`src/rtl/bcd_add_seq_pkg.sv`:
```
// Shared types and constants for the sequential 4-digit BCD adder.
package bcd_add_seq_pkg;

    typedef enum logic [1:0] {
        IDLE,
        ADD,
        DONE
    } state_t;

    localparam int NDIG  = 4;
    localparam int DIG_W = 4;
    localparam int IDX_W = $clog2(NDIG);

    localparam logic [DIG_W-1:0] BCD_MAX   = DIG_W'(9);
    localparam logic [DIG_W:0]   BCD_RADIX = {1'b0, BCD_MAX} + 1'b1;
    localparam logic [IDX_W-1:0] LAST_IDX  = IDX_W'(NDIG - 1);

endpackage

```
`src/rtl/bcd_digit_add.sv`:
```
// Combinational single-digit BCD adder with decimal carry and invalid-digit flag.
module bcd_digit_add
    import bcd_add_seq_pkg::*;
(
    input  logic [3:0] x,
    input  logic [3:0] y,
    input  logic       ci,
    output logic [3:0] d,
    output logic       co,
    output logic       bad
);

    logic [DIG_W:0] t;

    always_comb begin
        t   = {1'b0, x} + {1'b0, y} + {{DIG_W{1'b0}}, ci};
        // NOTE: every output is given a default before the branch so no path infers a latch.
        d   = t[DIG_W-1:0];
        co  = 1'b0;
        if (t >= BCD_RADIX) begin
            // Invalid digits can push t up to 31; the correction wraps mod 16.
            d  = DIG_W'(t - BCD_RADIX);
            co = 1'b1;
        end
        bad = (x > BCD_MAX) || (y > BCD_MAX);
    end

endmodule

```
`src/rtl/bcd_add_seq.sv`:
```
// Sequential 4-digit packed-BCD adder: one shared digit adder, one digit per clock.
module bcd_add_seq
    import bcd_add_seq_pkg::*;
(
    input  logic        clk,
    input  logic        rst,
    input  logic        start,
    input  logic [15:0] a,
    input  logic [15:0] b,
    input  logic        cin,
    output logic        busy,
    output logic        done,
    output logic [15:0] sum,
    output logic        cout,
    output logic        err
);

    state_t                 state;
    logic [IDX_W-1:0]       idx;
    logic [NDIG*DIG_W-1:0]  opa;
    logic [NDIG*DIG_W-1:0]  opb;
    logic                   cin_q;
    logic                   carry;

    logic [DIG_W-1:0]       dig_x;
    logic [DIG_W-1:0]       dig_y;
    logic                   dig_ci;
    logic [DIG_W-1:0]       dig_d;
    logic                   dig_co;
    logic                   dig_bad;

    assign dig_x  = opa[idx*DIG_W +: DIG_W];
    assign dig_y  = opb[idx*DIG_W +: DIG_W];
    assign dig_ci = (idx == '0) ? cin_q : carry;

    bcd_digit_add u_digit (
        .x   (dig_x),
        .y   (dig_y),
        .ci  (dig_ci),
        .d   (dig_d),
        .co  (dig_co),
        .bad (dig_bad)
    );

    // NOTE: operand registers have no reset; they are only read after a start has reloaded them.
    always_ff @(posedge clk) begin
        if (!rst && state == IDLE && start) begin
            opa   <= a;
            opb   <= b;
            cin_q <= cin;
        end
    end

    always_ff @(posedge clk) begin
        if (rst) begin
            state <= IDLE;
            idx   <= '0;
            carry <= 1'b0;
            busy  <= 1'b0;
            done  <= 1'b0;
            sum   <= '0;
            cout  <= 1'b0;
            err   <= 1'b0;
        end else begin
            done <= 1'b0;
            case (state)
                IDLE: begin
                    if (start) begin
                        state <= ADD;
                        idx   <= '0;
                        busy  <= 1'b1;
                        sum   <= '0;
                        cout  <= 1'b0;
                        err   <= 1'b0;
                    end
                end
                ADD: begin
                    sum[idx*DIG_W +: DIG_W] <= dig_d;
                    carry <= dig_co;
                    idx   <= idx + 1'b1;
                    if (dig_bad) begin
                        err <= 1'b1;
                    end
                    if (idx == LAST_IDX) begin
                        state <= DONE;
                        cout  <= dig_co;
                        done  <= 1'b1;
                    end
                end
                DONE: begin
                    state <= IDLE;
                    busy  <= 1'b0;
                end
                default: begin
                    state <= IDLE;
                    busy  <= 1'b0;
                end
            endcase
        end
    end

endmodule

```
`config.mk`:
```
export PLATFORM = sky130hd
export DESIGN_NAME = bcd_add_seq
export DESIGN_NICKNAME = d
export VERILOG_FILES = /design/src/rtl/bcd_add_seq_pkg.sv /design/src/rtl/bcd_digit_add.sv /design/src/rtl/bcd_add_seq.sv
export SDC_FILE = /design/constraint.sdc
export NUM_CORES = 1
export LEC_CHECK = 0
export BUFFER_PORTS_ARGS = -buffer_cell sky130_fd_sc_hd__buf_2
export CORE_MARGIN = 10
export CORE_UTILIZATION = 50
export DETAILED_ROUTE_END_ITERATION = 12
export PLACE_DENSITY = 0.83
export RECOVER_POWER = 50
export SLEW_MARGIN = 10
export SYNTH_ARGS = -nofsm -noshare
export SYNTH_HDL_FRONTEND = slang
export SYNTH_SLANG_ARGS = --single-unit
```
`constraint.sdc`:
```
create_clock -name clk -period 4.83 [get_ports clk]
set_clock_uncertainty 0.1 [all_clocks]
set_input_delay 0.2415 -clock clk [delete_from_list [all_inputs] [get_ports clk]]
set_output_delay 0.2415 -clock clk [all_outputs]
set_load 0.02 [all_outputs]
```
==> results of run 1 <==
state kept, by name (all words and copies together) (netlist names):
register  cells
busy          1
carry         1
cin_q         1
cout          1
done          1
err           1
idx           2
opa          16
opb          16
state         2
sum          16
power groups by stage:
| stage | Combinational (µW) | Clock (µW) | Sequential [µW] |
|---|---|---|---|
| after global placement | 201 | 0 | 564 |
| final | 231 | 504 | 555 |
| after CTS | 228 | 508 | 554 |
| after floorplan | 158 | 0 | 569 |
| after global routing | 254 | 528 | 557 |
| after detailed placement | 206 | 0 | 565 |
final timing paths:
kind                            slack [ps]  depth (start not counted)  endpoint  startpoint
worst max-delay path                   770                         13    sum[6]      idx[1]
worst min-delay path                   140                          4    idx[0]       start
worst max register to register         770                         13    sum[6]      idx[1]
worst min register to register         360                          2    sum[3]      sum[3]
worst reg2reg max path, stage by stage (launching register included):
cell and delay (ps):
dfxtp_1 660, inv_1 130, ha_1 260, mux2i_1 170, fa_1 480, fa_1 440
xor2_1 280, ha_1 250, inv_1 80, a31o_1 200, nand3b_1 80, o211a_1 380
mux2i_4 330, o21ai_1 100
cell families after synthesis:
logic type,Yosys count,synth area share (%)
fa+ha+maj,10,5.501
buf+inv,21,3.831
xor+xnor,1,0.3439
compound gates,42,10.56
mux,10,8.350
flops,58,58.55
simple gates,64,12.87
cell type report:
cell class              count  area share (%)
repair buffers             90           17.41
clock inverters             7           3.011
flip-flops and latches     58           43.78
clock buffers               9           3.636
well taps                  67           2.461
inverters                  13           1.432
multi-input cells         127           28.28
stage by stage:
stage / instances / setup slack, ps
floorplan: 206 / 1159
global placement: 322 / 1104
detailed placement: 322 / 861.7
CTS: 371 / 851.6
global route: 371 / 461.8
finish: 371 / 767.2
cells in the mapped netlist (all sizes together) (3+ instances only):
| library cell | instances |
|---|---|
| nand2b | 4 |
| ha | 8 |
| nor3 | 7 |
| inv | 13 |
| mux4 | 8 |
| nor2 | 16 |
| clkbuf | 5 |
| nand3b | 5 |
| edfxtp | 33 |
| a21oi | 10 |
| dfxtp | 25 |
| buf | 3 |
| o311ai | 4 |
| nand2 | 18 |
| a211oi | 4 |
| nor2b | 3 |
| a21o | 4 |
| o21ai | 14 |
routing by layer:
layer  wire length, µm  share of wire, %
met5                 0                 0
met4                54              0.84
met3               488               7.6
met2              3186                50
met1              2674                42
==> impl_metrics.py, run 1 <==
metrics = {
    "run_status": {
        "outcome": "completed",
    },
    "routing": {
        "wire_per_inst_um": 17.26,
        "dr.pass1.iters": 4,
        "detail_route.vias_per_cell": 5.183,
        "totalWireLength_um": 6404,
        "drt.antenna.violating_nets": 0,
        "detail_route.drc_violations": 0,
        "route.vias.total": 1923,
        "initialDrtViolationCount": 122,
    },
    "clocking": {
        "holdBufCountCts": 33,
        "numCtsBuffers": 9,
        "clk-insertion-delay-late_ps": 340,
        "resized_after_cts": 0,
        "cell_at_the_root_of_the_clock_tree": "clkbuf_8",
        "cts_tree": "done",
        "post-cts-setup-buffer-count": 0,
        "clock_sinks": 58,
        "htree_levels": 3,
        "clockBufferDepth": 2,
        "cts.reportedPaths.clkPinSlew_ps": 70,
    },
    "yosys": {
        "ys.warnings.count": 0,
        "seq_area_frac_synth_pct": 58.55,
        "synth_area_leaders": "edfxtp_1 (39%), dfxtp_1 (20%), mux4_2 (7.1%)",
        "ys_dominant_reg_cell": "edfxtp_1",
        "fraction_of_post_synthesis_cell_area_in_the_top_cell_type_by_area_pct": 38.90,
        "async_flop_share_pct": 0,
        "synth_area_per_cell_um2": 12.37,
        "post_synthesis_register_bit_count": 58,
        "netlist_instances": 206,
        "syn_area_um2": 2547,
        "post_synth_top_area_cell": "edfxtp_1",
        "synthDistinctLibCells": 38,
        "synthesis.nets": 252,
        "synth_edf_count": 33,
    },
    "sta": {
        "post-route-min-period_ps": 4063,
        "final-setup-viol-count": 0,
        "final-hold-violation-count": 0,
        "whs_ps": 142.9,
        "layout_worst_path_cycle_share_pct": 84.12,
        "max_freq_mhz": 246.1,
        "worst_slew_margin_rel_pct": 64.32,
        "finalMaxSlewViolations": 0,
        "rsz0062_at_grt": "no",
        "worstMarginPinSlew_ps": 534.4,
        "final.setup.tns_ps": 0,
    },
    "layout": {
        "antenna_cells": 0,
        "num-fill-cells": 361,
        "regArea_um2": 1491,
        "area_growth_syn_to_layout_pct": 33.74,
        "final_core_utilization_pct": 70.73,
        "design_area_final_um2": 3407,
        "post_route_cells_drive_above_1_share_pct": 20.72,
        "nNetsFinal": 345,
        "multi_input_comb_area_um2": 963.4,
        "layout.cells.most_common_list": "edfxtp_1 (33), dlygate4sd3_1 (33), buf_2 (33), dfxtp_1 (25), clkbuf_1 (22)",
    },
    "critical_path": {
        "cp_top_family": "adder cells",
        "cp.arrival_ps": 4190,
        "timing.critical_path.buf_inv": 2,
        "crit_required_ps": 4950,
        "criticalPathCategory": "register to register",
        "crit_path_max_incr_delay_ps": 660,
        "path_cells": "inv_1, ha_1, mux2i_1, fa_1, fa_1, xor2_1, ha_1, inv_1, a31o_1, nand3b_1, o211a_1, mux2i_4, o21ai_1",
        "critPathSlowestCell": "dfxtp_1",
        "worst_setup_path_end_kind": "register",
        "crit_fanout": 12,
        "worst_setup_path_start_kind": "register",
    },
    "floorplanning": {
        "die-height_um": 91.38,
        "dieWidth_um": 91.38,
        "die_area_um2": 8350,
        "start_util_pct": 52.88,
        "rows": 25,
        "boundaryPins": 56,
        "core_region_area_um2": 4817,
    },
    "global_route": {
        "grt_first_pass_wirelength_um": 10250,
        "gr-usage-met3_pct": 5.432,
        "grtUsageMet2_pct": 25.18,
        "grt_max_degree": 34,
        "grt_antenna_before_repair": 0,
        "first_global_vias": 2058,
        "global_route.usage.total_pct": 15.30,
        "gr-total-overflow": 0,
        "grt.met1_usage_pct": 17.27,
        "busiest_layer": "met2",
    },
    "power_and_ir_drop": {
        "clockPowerShare_pct": 39.1,
        "vdd_ir_drop_max_mv": 0.3531,
        "power.net_switching_uw": 347.0,
        "post-layout-total-power_uw": 1290,
        "p_sw_share_pct": 26.89,
        "cellInternalPower_uw": 943.3,
        "power.combinational.fraction_pct": 17.9,
        "pwr-share-seq_pct": 43.0,
        "powerDensity_nw_per_um2": 378.7,
        "static-leakage-power_uw": 0.001293,
    },
    "worst_hold_path": {
        "timing.hold.worst.class": "input port to register",
    },
    "place": {
        "detailed_place_hpwl_um": 3823,
        "globalplace.congestion": 0.8629,
        "placed_cell_area_um2": 2878,
        "buffer_ports.inserted": 55,
    },
    "flow_run": {
        "max-cap-violations": 0,
    },
}
(Power assumes the default switching activity.)
==> run 2, diff against run 1 <==
CORE_UTILIZATION = 48   (was 50)
PLACE_DENSITY = 0.84   (was 0.83)
clock period = 3.3 ns   (was 4.83 ns; I/O delays follow)
==> run 2 against run 1 <==
  * Clock power rose by 37%
  * Global-route usage is 0.39 points lower
  * Critical endpoint unchanged
  * Wire length is 0.81% higher
  * Via count up 3.6%
  * Hold slack worse by 71 ps
  * Largest cell class unchanged
  * Highest routed layer unchanged
  * Critical path type unchanged
  * Sequential cell count stayed put
  * Maximum frequency up 25%
  * Sequential share of layout area decreased by 1.7 points
==> impl_metrics.py, run 2 (synthesized netlist as in run 1, its figures left out) <==
metrics = {
    "layout": {
        "area_growth_syn_to_layout_pct": 39.73,
        "antenna_cells": 0,
        "reg_top3": "opa (16), opb (16), sum (16)",
        "layout.cells.most_common_list": "edfxtp_1 (33), dlygate4sd3_1 (33), buf_2 (32), clkbuf_1 (24), dfxtp_1 (23)",
        "num-fill-cells": 402,
        "nNetsFinal": 356,
        "final_core_utilization_pct": 69.26,
        "post_route_cells_drive_above_1_share_pct": 26.67,
    },
    "critical_path": {
        "cp.arrival_ps": 3360,
        "cp_top_family": "adder cells",
        "criticalPathCategory": "register to register",
        "reg2reg_setup_slack_ps": 60,
        "path_cells": "buf_4, mux4_2, inv_1, fa_2, fa_2, xor2_2, ha_2, inv_2, a31o_1, nand3b_1, o211a_4, mux2i_4, o21ai_1",
        "crit_path_max_incr_delay_ps": 400,
        "timing.critical_path.buf_inv": 3,
        "worst_setup_path_start_kind": "register",
        "critPathSlowestCell": "fa_2",
        "crit_required_ps": 3420,
        "cpMostUsedCell": "fa_2",
        "crit_fanout": 6,
        "worst_setup_path_end_kind": "register",
    },
    "floorplanning": {
        "die-height_um": 92.85,
        "dieWidth_um": 92.85,
        "boundaryPins": 56,
        "core_region_area_um2": 5140,
        "die_area_um2": 8621,
        "start_util_pct": 49.56,
        "rows": 26,
    },
    "sta": {
        "final.setup.tns_ps": 0,
        "max_freq_mhz": 308.5,
        "post-route-min-period_ps": 3242,
        "worstMarginPinSlew_ps": 530.9,
        "layout_worst_path_cycle_share_pct": 98.24,
        "finalMaxSlewViolations": 0,
        "final-hold-violation-count": 0,
        "final-setup-viol-count": 0,
        "worst_slew_margin_rel_pct": 64.61,
    },
    "routing": {
        "drt.antenna.violating_nets": 0,
        "dr.pass1.iters": 4,
        "detail_route.vias_per_cell": 5.174,
        "totalWireLength_um": 6456,
        "detail_route.drc_violations": 0,
        "wire_per_inst_um": 16.77,
        "route.vias.total": 1992,
        "initialDrtViolationCount": 118,
    },
    "clocking": {
        "clock_sinks": 58,
        "cts.reportedPaths.clkPinSlew_ps": 60,
        "clk-insertion-delay-late_ps": 340,
        "htree_levels": 3,
        "clockBufferDepth": 2,
        "numCtsBuffers": 9,
        "cts_tree": "done",
        "cell_at_the_root_of_the_clock_tree": "clkbuf_8",
    },
    "power_and_ir_drop": {
        "powerDensity_nw_per_um2": 540.5,
        "static-leakage-power_uw": 0.001343,
        "vdd_ir_drop_max_mv": 0.3285,
    },
    "run_status": {
        "outcome": "completed",
    },
    "global_route": {
        "grt_first_pass_wirelength_um": 10170,
        "gr-total-overflow": 0,
        "global_route.usage.total_pct": 14.91,
        "grt_antenna_before_repair": 0,
        "grt_max_degree": 34,
        "first_global_vias": 2131,
    },
    "place": {
        "detailed_place_hpwl_um": 3993,
        "globalplace.congestion": 0.8895,
        "buffer_ports.inserted": 55,
    },
    "worst_hold_path": {
        "timing.hold.worst.class": "input port to register",
    },
    "flow_run": {
        "max-cap-violations": 0,
    },
}
-- run 2: cell count changes in the layout (fill, tap and decap cells not counted), sizes merged --
cell / before / now
buf: 35 / 44
clkbuf: 31 / 34
clkinv: 3 / 4
clkinvlp: 1 / 0
inv: 14 / 13
-- run 2: report_power, final --
| part | switching [µW] | internal, µW |
|---|---|---|
| clock | 271 | 420 |
| sequential | 15.2 | 797 |
| combinational | 218 | 203 |
| total | 504 | 1420 |
-- run 2: path summary, 6_finish.rpt --
kind / cells past startpoint / to / startpoint
hold reg to reg: 2 / sum[7] / sum[7]
hold / removal: 4 / idx[0] / start
setup / recovery: 13 / sum[6] / idx[0]
setup reg to reg: 13 / sum[6] / idx[0]
-- run 2: worst reg2reg max path: cells and delay by family, from the launching register on --
kind,cells,cell delay [ps]
and+or+nand+nor,1,140
muxes,2,590
xor gates and xnor gates,1,160
buffers and inverters,3,240
DFF,1,370
adders and majority gates,3,1000
AOI/OAI and AO/OA,3,520
-- run 2: repair_timing --
action / CTS / global route
hold buffers: 33 / 0
gates cloned: 0 / 0
buffers inserted: 0 / 6
pin swaps: 0 / 4
endpoints found under the setup margin: 6 / 13
gates resized for setup: 1 / 10
endpoints found under the hold margin: 33 / 0
-- run 2: routing by layer --
metal  share of wire [%]  track usage [%]
met2                  49            24.94
met3                 8.8            8.394
met1                  40            15.79
met5                   0                0
met4                 1.8            4.113
-- run 2: area by class of cell --
| type | instances | area (µm²) | area share [%] |
|---|---|---|---|
| flip-flops and latches | 58 | 1499 | 42.11 |
| multi-input cells | 127 | 1044 | 29.31 |
| repair buffers | 101 | 671.9 | 18.88 |
| clock buffers | 10 | 127.6 | 3.585 |
| well taps | 70 | 87.58 | 2.460 |
| clock inverters | 6 | 81.33 | 2.285 |
| inverters | 13 | 48.80 | 1.371 |
-- run 2: stage by stage --
step	instances	power, µW	setup slack (ps)	instance area (µm²)	hold slack, ps
after CTS	379	1872	1.881	3480	51.46
final	385	1924	57.99	3560	72.29
after detailed placement	330	1160	-45.55	2939	243.1
after global routing	385	2012	-58.48	3560	108.3
after floorplan	206	1069	20.26	2567	163.9
after global placement	330	1148	111.0	2939	241.2
